==> config.mk <==
export PLATFORM = sky130hd
export DESIGN_NAME = mprf_sb
export DESIGN_NICKNAME = d
export VERILOG_FILES = /design/src/rtl/mprf_sb.sv
export SDC_FILE = /design/constraint.sdc
export NUM_CORES = 1
export LEC_CHECK = 0
export BUFFER_PORTS_ARGS = -buffer_cell sky130_fd_sc_hd__buf_2
export CAP_MARGIN = 20
export CELL_PAD_IN_SITES_DETAIL_PLACEMENT = 2
export CELL_PAD_IN_SITES_GLOBAL_PLACEMENT = 2
export CORE_MARGIN = 2
export CORE_UTILIZATION = 43
export CTS_CLUSTER_DIAMETER = 200
export CTS_CLUSTER_SIZE = 16
export DETAILED_ROUTE_END_ITERATION = 10
export GPL_TIMING_DRIVEN = 1
export PLACE_DENSITY = 0.88
export RECOVER_POWER = 100
export SYNTH_ARGS = -nofsm -noshare
export SYNTH_HDL_FRONTEND = slang
export SYNTH_SLANG_ARGS = --single-unit
==> constraint.sdc <==
create_clock -name clk -period 45.9 [get_ports clk]
set_input_delay 2.295 -clock clk [delete_from_list [all_inputs] [get_ports clk]]
set_output_delay 2.295 -clock clk [all_outputs]
set_load 0.02 [all_outputs]
==> src/rtl/mprf_sb.sv <==
// Load scoreboard and in-order issue gate for the multi-port register file.
// Counts membuf loads in flight per register and grants a hazard-free prefix of lanes.
module mprf_sb #(
  parameter int unsigned EXEC_LEN = 2,
  parameter int unsigned CW       = 2
) (
  input  logic                  clk,
  input  logic                  rst,
  input  logic [EXEC_LEN-1:0]   issue_vld,
  input  logic [EXEC_LEN*5-1:0] issue_rs0,
  input  logic [EXEC_LEN*5-1:0] issue_rs1,
  input  logic [EXEC_LEN*5-1:0] issue_rd,
  input  logic [EXEC_LEN-1:0]   issue_ld,
  output logic [EXEC_LEN-1:0]   issue_ok,
  input  logic [4:0]            mem_sel,
  input  logic                  flush,
  output logic [31:0]           ld_pend,
  output logic [5:0]            pend_total,
  output logic                  sb_err
);

  localparam int unsigned NREG = 32;
  localparam int unsigned RW   = 5;
  localparam int unsigned TW   = 6;
  localparam int unsigned SW   = 8;
  localparam logic [CW-1:0] CMAX = '1;
  localparam logic [SW-1:0] TMAX = SW'(63);

  logic [CW-1:0] cnt_q [NREG];
  logic [CW-1:0] cnt_d [NREG];
  logic [31:0]   pend_q, pend_d;
  logic [TW-1:0] tot_q, tot_d;
  logic          err_q, err_d;

  logic          g_run, g_blk;
  logic [RW-1:0] g_rs0, g_rs1, g_rd, g_prd;
  logic [RW-1:0] n_rd;
  logic [SW-1:0] inc_r, sum_r, tot_inc, tot_dec, tsum;
  logic          dec_r;

  // Grant: prefix of lanes free of RAW/WAW on pending loads and intra-group load hazards.
  always_comb begin
    issue_ok = '0;
    g_run    = ~(rst | flush);
    g_blk    = 1'b0;
    g_rs0    = '0;
    g_rs1    = '0;
    g_rd     = '0;
    g_prd    = '0;
    for (int n = 0; n < EXEC_LEN; n++) begin
      g_rs0 = issue_rs0[n*RW +: RW];
      g_rs1 = issue_rs1[n*RW +: RW];
      g_rd  = issue_rd[n*RW +: RW];
      g_blk = ~issue_vld[n];
      if (g_rs0 != '0 && cnt_q[g_rs0] != '0) g_blk = 1'b1;
      if (g_rs1 != '0 && cnt_q[g_rs1] != '0) g_blk = 1'b1;
      // Multiple loads may stack on one rd; only an alu write would be clobbered.
      if (!issue_ld[n] && g_rd != '0 && cnt_q[g_rd] != '0) g_blk = 1'b1;
      if (issue_ld[n] && g_rd != '0 && cnt_q[g_rd] == CMAX) g_blk = 1'b1;
      for (int m = 0; m < n; m++) begin
        g_prd = issue_rd[m*RW +: RW];
        if (issue_ld[m] && g_prd != '0 &&
            (g_prd == g_rs0 || g_prd == g_rs1 || g_prd == g_rd)) g_blk = 1'b1;
      end
      g_run       = g_run & ~g_blk;
      issue_ok[n] = g_run;
    end
  end

  // Counter, total and error next state from accepted loads and the write-back.
  always_comb begin
    err_d   = err_q;
    tot_inc = '0;
    tot_dec = '0;
    inc_r   = '0;
    sum_r   = '0;
    dec_r   = 1'b0;
    n_rd    = '0;
    tsum    = '0;
    pend_d  = '0;
    for (int r = 0; r < NREG; r++) begin
      inc_r = '0;
      for (int n = 0; n < EXEC_LEN; n++) begin
        n_rd = issue_rd[n*RW +: RW];
        if (issue_ok[n] && issue_ld[n] && n_rd == RW'(r)) inc_r = inc_r + SW'(1);
      end
      dec_r = (mem_sel == RW'(r));
      sum_r = SW'(cnt_q[r]) + inc_r;
      if (r == 0) begin
        cnt_d[r] = '0;
      end else if (dec_r && sum_r == '0) begin
        err_d    = 1'b1;
        cnt_d[r] = '0;
      end else begin
        if (dec_r) begin
          sum_r   = sum_r - SW'(1);
          tot_dec = tot_dec + SW'(1);
        end
        if (sum_r > SW'(CMAX)) begin
          sum_r = SW'(CMAX);
          err_d = 1'b1;
        end
        cnt_d[r] = CW'(sum_r);
        tot_inc  = tot_inc + inc_r;
      end
    end
    tsum = SW'(tot_q) + tot_inc;
    tsum = (tsum < tot_dec) ? '0 : tsum - tot_dec;
    if (tsum > TMAX) begin
      tsum  = TMAX;
      err_d = 1'b1;
    end
    tot_d = TW'(tsum);
    if (flush) begin
      for (int r = 0; r < NREG; r++) cnt_d[r] = '0;
      tot_d = '0;
      err_d = err_q;
    end
    for (int r = 0; r < NREG; r++) pend_d[r] = (cnt_d[r] != '0);
  end

  always_ff @(posedge clk) begin
    if (rst) begin
      for (int r = 0; r < NREG; r++) cnt_q[r] <= '0;
      pend_q <= '0;
      tot_q  <= '0;
      err_q  <= 1'b0;
    end else begin
      for (int r = 0; r < NREG; r++) cnt_q[r] <= cnt_d[r];
      pend_q <= pend_d;
      tot_q  <= tot_d;
      err_q  <= err_d;
    end
  end

  assign ld_pend    = pend_q;
  assign pend_total = tot_q;
  assign sb_err     = err_q;

endmodule
==> reports/summary.txt, run 1 <==
Status = finished, violations left
Failing checks = max-capacitance violations, max-slew violations
Commonest cells after routing, fill and taps aside = 294 x nor2_1, 258 x ha_1, 220 x nand2_1
Number of DRC markers in iteration 0 = 1709
Async S/R FF share, synth = 0
Num CTS Buffers = 9
Leading area contributor after synthesis = ha_1
Initial antenna violation count = 2
Synth Register Bits = 100
Final hold vios = 0
Design Area, Final = 20300 um2
Post-route ant nets = 0
Worst VDD drop = 13.6 uV
Avg Cell Area, Syn = 8.11 um2
Post-CTS Resized = 0
Final setup violation count = 0
Wirelength per Cell = 28.4 um
Buffer count from post-CTS setup fixing = 0
Req. time, crit path = 46.21 ns
Hold Path Class = flop to flop
Remaining DRCs = 0
Cell Count Post-Placement = 2982
Max cap viols = 1
# hold bufs at CTS = 0
IO Pins = 83
Core area = 44000 um2
Routed wl met3 = 5.49 mm
Initial Util = 0.434
Crit path top cell by count = fa_1
DR top layer = met5
Fillers = 5078
Most common cell after layout, fill and taps aside = nor2_1
Distinct cells, synth = 103
Clock insertion delay at the later pin of the skew report = 0.42 ns
H-tree lvl count = 3
Arrival time of the worst setup path = 38.98 ns
Via count = 19400
Cell area power density = 11.3 nW/um2
Peak Freq = 0.0259 GHz
Mapped Area = 19100 um2
Period minus WS final = 38.66 ns
Share of cells above drive strength 1 = 0.113
CP max stage cell = clkbuf_1
Setup Skew = 0.0142 ns
Buffers plus inverters on the worst setup path = 29
Final TNS setup = 0 ns
Startpoint types = input port
Fin nets = 2764
Total power = 231 uW
Placed cell area = 20100 um2
Period utilization = 0.842
Sequential area share after synthesis = 0.105
Row cnt = 77
Layout area overhead = 6.47%
Die area = 46100 um2
Setup crit end kind = flop
First-pass iteration count of the detailed router = 6
Global-route wire length before repair = 131 mm
Largest net degree at the start of global routing = 38
Family with the most delay on the worst path = adder cells
Synth top area share = 0.169
Unrepaired setup endpoints after global routing = false
Worst slew margin = -0.192
Final WL = 85.3 mm
Met2 Wirelength = 40.2 mm
Die width = 215 um
CTS tree = built
Slew @ Worst Pin = 1.79 ns
Slowest cell delay on critical path = 1.25 ns
# clock sinks = 100
Clk root buf = clkbuf_16
Worst-path clk slew = 0.09 ns
Hpwl dp = 68.4 mm
Synth Flop Type = dfxtp_1
M1 wire length = 34.7 mm
Leakage = 8.62 nW
Port bufs = 81
Top post-synthesis cells by area = ha_1 17%, dfxtp_1 10%, mux4_2 7.9%
Vias per cell = 6.45
CP Class = input port to flop
Die Y = 215 um
Vias in the first global route = 21600
Total gr overflow = 0
CTS max path bufs = 2
Core Util, Final = 0.462
Final Max Tran Viols = 26
Routability cong. = 0.927
Post-synth EDFFs = 0
GRT Total Usage = 0.367
Mapped Cells = 2355
Non-Filler Instances = 2999
Crit Path Max Fanout = 25
Syn. warnings = 0
-- cell families (layout without fill, tap and decap cells) --
| logic type | Yosys count | count (layout) | synth area share |
|---|---|---|---|
| xor gates and xnor gates | 165 | 165 | 0.0969 |
| other | 2 | 7 | 0.000393 |
| and+or+nand+nor | 872 | 872 | 0.222 |
| muxes | 148 | 148 | 0.124 |
| adders and majority gates | 330 | 330 | 0.240 |
| AOI/OAI and AO/OA | 456 | 456 | 0.155 |
| buffers and inverters | 282 | 329 | 0.0570 |
| DFF | 100 | 100 | 0.105 |
-- metal layers --
layer	vias up	global-route usage
met1	9907	0.447
met3	266	0.0675
met2	729	0.620
met5	-	0
li1	8447	-
met4	2	0.189
-- synth_stat cells (21+ instances only) --
library cell,n
nand2_1,220
o21ai_0,80
dfxtp_1,100
xor2_1,43
nor2_1,295
clkbuf_1,44
nor3_1,43
fa_1,63
nor2b_1,21
nand3_1,48
mux2_2,39
mux4_2,67
mux2i_1,40
and3_1,27
inv_1,217
nand2b_1,32
or2_2,47
a21oi_1,173
ha_1,258
xnor2_1,90
-- where the power goes --
| group | total, mW | internal (mW) | leakage, nW | switching [mW] |
|---|---|---|---|---|
| Combinational | 0.0545 | 0.0177 | 7.67 | 0.0368 |
| Clock | 0.0872 | 0.0379 | 0.142 | 0.0492 |
| Sequential | 0.0890 | 0.0877 | 0.807 | 0.00125 |
| Total | 0.231 | 0.143 | 8.62 | 0.0873 |
-- worst paths after layout --
| kind | start | end | slack (ns) | cells after the start |
|---|---|---|---|---|
| worst max-delay path | issue_rd[0] | sb_err | 7.24 | 133 |
| worst min register to register | sb_err | sb_err | 0.55 | 2 |
| worst min-delay path | sb_err | sb_err | 0.55 | 2 |
| worst max register to register | cnt_q[19][0] | sb_err | 10.08 | 132 |
-- worst reg2reg max path: cells and delay by family, from the launching register on --
kind	cells	cell delay, ns
buffers and inverters	28	2.72
multiplexers	21	5.89
XOR/XNOR	3	0.58
AND/OR/NAND/NOR	26	4.80
AO/OA/AOI/OAI	17	4.46
adder cells (fa/ha/maj)	37	16.82
flip-flops	1	0.46
-- flip-flops by register name (all words and copies together) (netlist names) --
register / flops
sb_err: 1
pend_total: 6
ld_pend: 31
cnt_q: 62
-- metrics by stage --
stage	worst slack, ns	hold slack, ns
2_1_floorplan	13.73	0.553
3_3_place_gp	11.34	0.468
3_5_place_dp	8.49	0.519
4_1_cts	8.26	0.541
5_1_grt	5.20	0.575
6_report	7.24	0.550
-- layout make-up --
| cell class | count | area, um2 | share of cell area |
|---|---|---|---|
| multi-input combinational | 1977 | 16000 | 0.788 |
| inverter | 217 | 815 | 0.0401 |
| timing repair buffer | 96 | 468 | 0.0230 |
| clock buffer | 9 | 225 | 0.0111 |
| antenna | 1 | 2.50 | 0.000123 |
| clock inverter | 7 | 56.3 | 0.00277 |
| tap | 592 | 741 | 0.0364 |
| sequential | 100 | 2000 | 0.0985 |
Power figures use the tool's default switching activity.
==> inputs of run 2 (changes only) <==
--- a/config.mk
+++ b/config.mk
@@ -10,12 +10,12 @@
 export CELL_PAD_IN_SITES_DETAIL_PLACEMENT = 2
 export CELL_PAD_IN_SITES_GLOBAL_PLACEMENT = 2
 export CORE_MARGIN = 2
-export CORE_UTILIZATION = 43
+export CORE_UTILIZATION = 40
 export CTS_CLUSTER_DIAMETER = 200
 export CTS_CLUSTER_SIZE = 16
 export DETAILED_ROUTE_END_ITERATION = 10
 export GPL_TIMING_DRIVEN = 1
-export PLACE_DENSITY = 0.88
+export PLACE_DENSITY = 0.82
 export RECOVER_POWER = 100
 export SYNTH_ARGS = -nofsm -noshare
 export SYNTH_HDL_FRONTEND = slang
==> constraint.sdc (replaced) <==
create_clock -name clk -period 40.2 [get_ports clk]
set_input_delay 2.01 -clock clk [delete_from_list [all_inputs] [get_ports clk]]
set_output_delay 2.01 -clock clk [all_outputs]
set_load 0.02 [all_outputs]
==> run 2 against run 1 <==
Clock skew shrank 0.0025 ns. Global-route usage shrank 3.6 points. Critical endpoint unchanged. The flow now finishes without violations. First-iteration DRC count shrank 22%.
==> reports/summary.txt, run 2 (synthesized netlist as in run 1, its figures left out) <==
Final WS setup = 3.65 ns
Most flops, register = cnt_q
Initial antenna violation count = 1
Clk root buf = clkbuf_16
Unrepaired setup endpoints after global routing = false
Core area = 47400 um2
IO Pins = 83
Leakage = 8.64 nW
CP max stage cell = nor4_1
Crit path top cell by count = fa_1
Initial Util = 0.402
Final WL = 81.7 mm
Peak Freq = 0.0274 GHz
CP Class = input port to flop
Global-route wire length before repair = 126 mm
Fillers = 5456
Row cnt = 80
Commonest cells after routing, fill and taps aside = 294 x nor2_1, 258 x ha_1, 220 x nand2_1
Vias per cell = 6.27
Place WS = 3.78 ns
# clock sinks = 100
GRT Total Usage = 0.331
Period minus WS final = 36.55 ns
Via count = 18900
Arrival time of the worst setup path = 36.88 ns
Most common cell after layout, fill and taps aside = nor2_1
Hpwl dp = 66.5 mm
Period utilization = 0.909
Core Util, Final = 0.430
Largest net degree at the start of global routing = 38
Setup Skew = 0.0117 ns
Final TNS setup = 0 ns
Worst-path clk slew = 0.09 ns
First-pass iteration count of the detailed router = 5
Final Max Tran Viols = 0
Hold Path Class = flop to flop
Slowest cell delay on critical path = 0.72 ns
DR top layer = met4
Num CTS Buffers = 9
Slew @ Worst Pin = 1.07 ns
Startpoint types = input port
Final setup violation count = 0
Post-CTS Resized = 0
Cell area power density = 13.1 nW/um2
Clock insertion delay at the later pin of the skew report = 0.42 ns
M1 wire length = 35.3 mm
Worst slew margin = 0.276
Met2 Wirelength = 38.4 mm
CTS max path bufs = 2
Die Y = 222 um
Req. time, crit path = 40.53 ns
Worst VDD drop = 21.6 uV
Port bufs = 81
# hold bufs at CTS = 0
Status = finished clean
Post-route ant nets = 0
Remaining DRCs = 0
Max cap viols = 0
Final hold vios = 0
Routed wl met3 = 4.50 mm
Routability cong. = 0.982
Crit Path Max Fanout = 25
Max reg flops = 62
ANT cells = 0
Die width = 222 um
Total power = 268 uW
Fin nets = 2766
Share of cells above drive strength 1 = 0.115
Number of DRC markers in iteration 0 = 1328
H-tree lvl count = 3
Total gr overflow = 0
Die area = 49500 um2
Buffer count from post-CTS setup fixing = 0
Vias in the first global route = 20700
Layout area overhead = 6.82%
Wirelength per Cell = 27.0 um
Setup crit end kind = flop
CTS tree = built
run 2: cell count changes in the layout (fill, tap and decap cells not counted):
cell        change
clkinv_2        -1
bufinv_16       +1
clkinv_4        -1
clkinvlp_4      +1
diode_2         -1
clkbuf_1        -1
buf_4           +2
buf_2           +1
run 2: final timing paths:
kind | start | end | slack (ns) | cells after the start
min | sb_err | sb_err | 0.52 | 2
max reg2reg | cnt_q[15][0] | sb_err | 5.46 | 132
min reg2reg | sb_err | sb_err | 0.52 | 2
max | issue_rd[0] | sb_err | 3.65 | 133
run 2: area by class of cell:
class | count | area [um2] | share of cell area
repair buffers | 98 | 484 | 0.0237
clock buffers | 9 | 225 | 0.0110
inverters | 217 | 815 | 0.0399
flip-flops and latches | 100 | 2000 | 0.0982
clock inverters | 7 | 80.1 | 0.00393
multi-input cells | 1977 | 16000 | 0.785
well taps | 615 | 769 | 0.0377
run 2: critical path, delay by kind of cell:
| kind | cells | cell delay [ns] |
|---|---|---|
| buffers and inverters | 29 | 3.14 |
| AO/OA/AOI/OAI | 17 | 4.20 |
| multiplexers | 21 | 5.85 |
| adder cells (fa/ha/maj) | 37 | 16.51 |
| AND/OR/NAND/NOR | 26 | 4.55 |
| XOR/XNOR | 3 | 0.55 |
run 2: per-stage QoR:
stage | cell area, um2 | hold WS [ns] | instances
2_1_floorplan | 19100 | 0.553 | 2359
3_3_place_gp | 20100 | 0.461 | 3007
3_5_place_dp | 20100 | 0.483 | 3007
4_1_cts | 20400 | 0.511 | 3023
5_1_grt | 20400 | 0.540 | 3023
6_report | 20400 | 0.521 | 3023
run 2: power by group:
| group | internal (mW) | switching, mW | leakage [nW] |
|---|---|---|---|
| logic | 0.0202 | 0.0407 | 7.68 |
| registers | 0.100 | 0.00142 | 0.807 |
| clock network | 0.0495 | 0.0556 | 0.149 |
| total | 0.170 | 0.0977 | 8.64 |
run 2: routing by layer:
layer / global-route usage / vias to the layer above
met1: 0.426 / 9692
met4: 0.140 / 0
li1: - / 8447
met3: 0.0481 / 183
met2: 0.553 / 627
met5: 0 / -
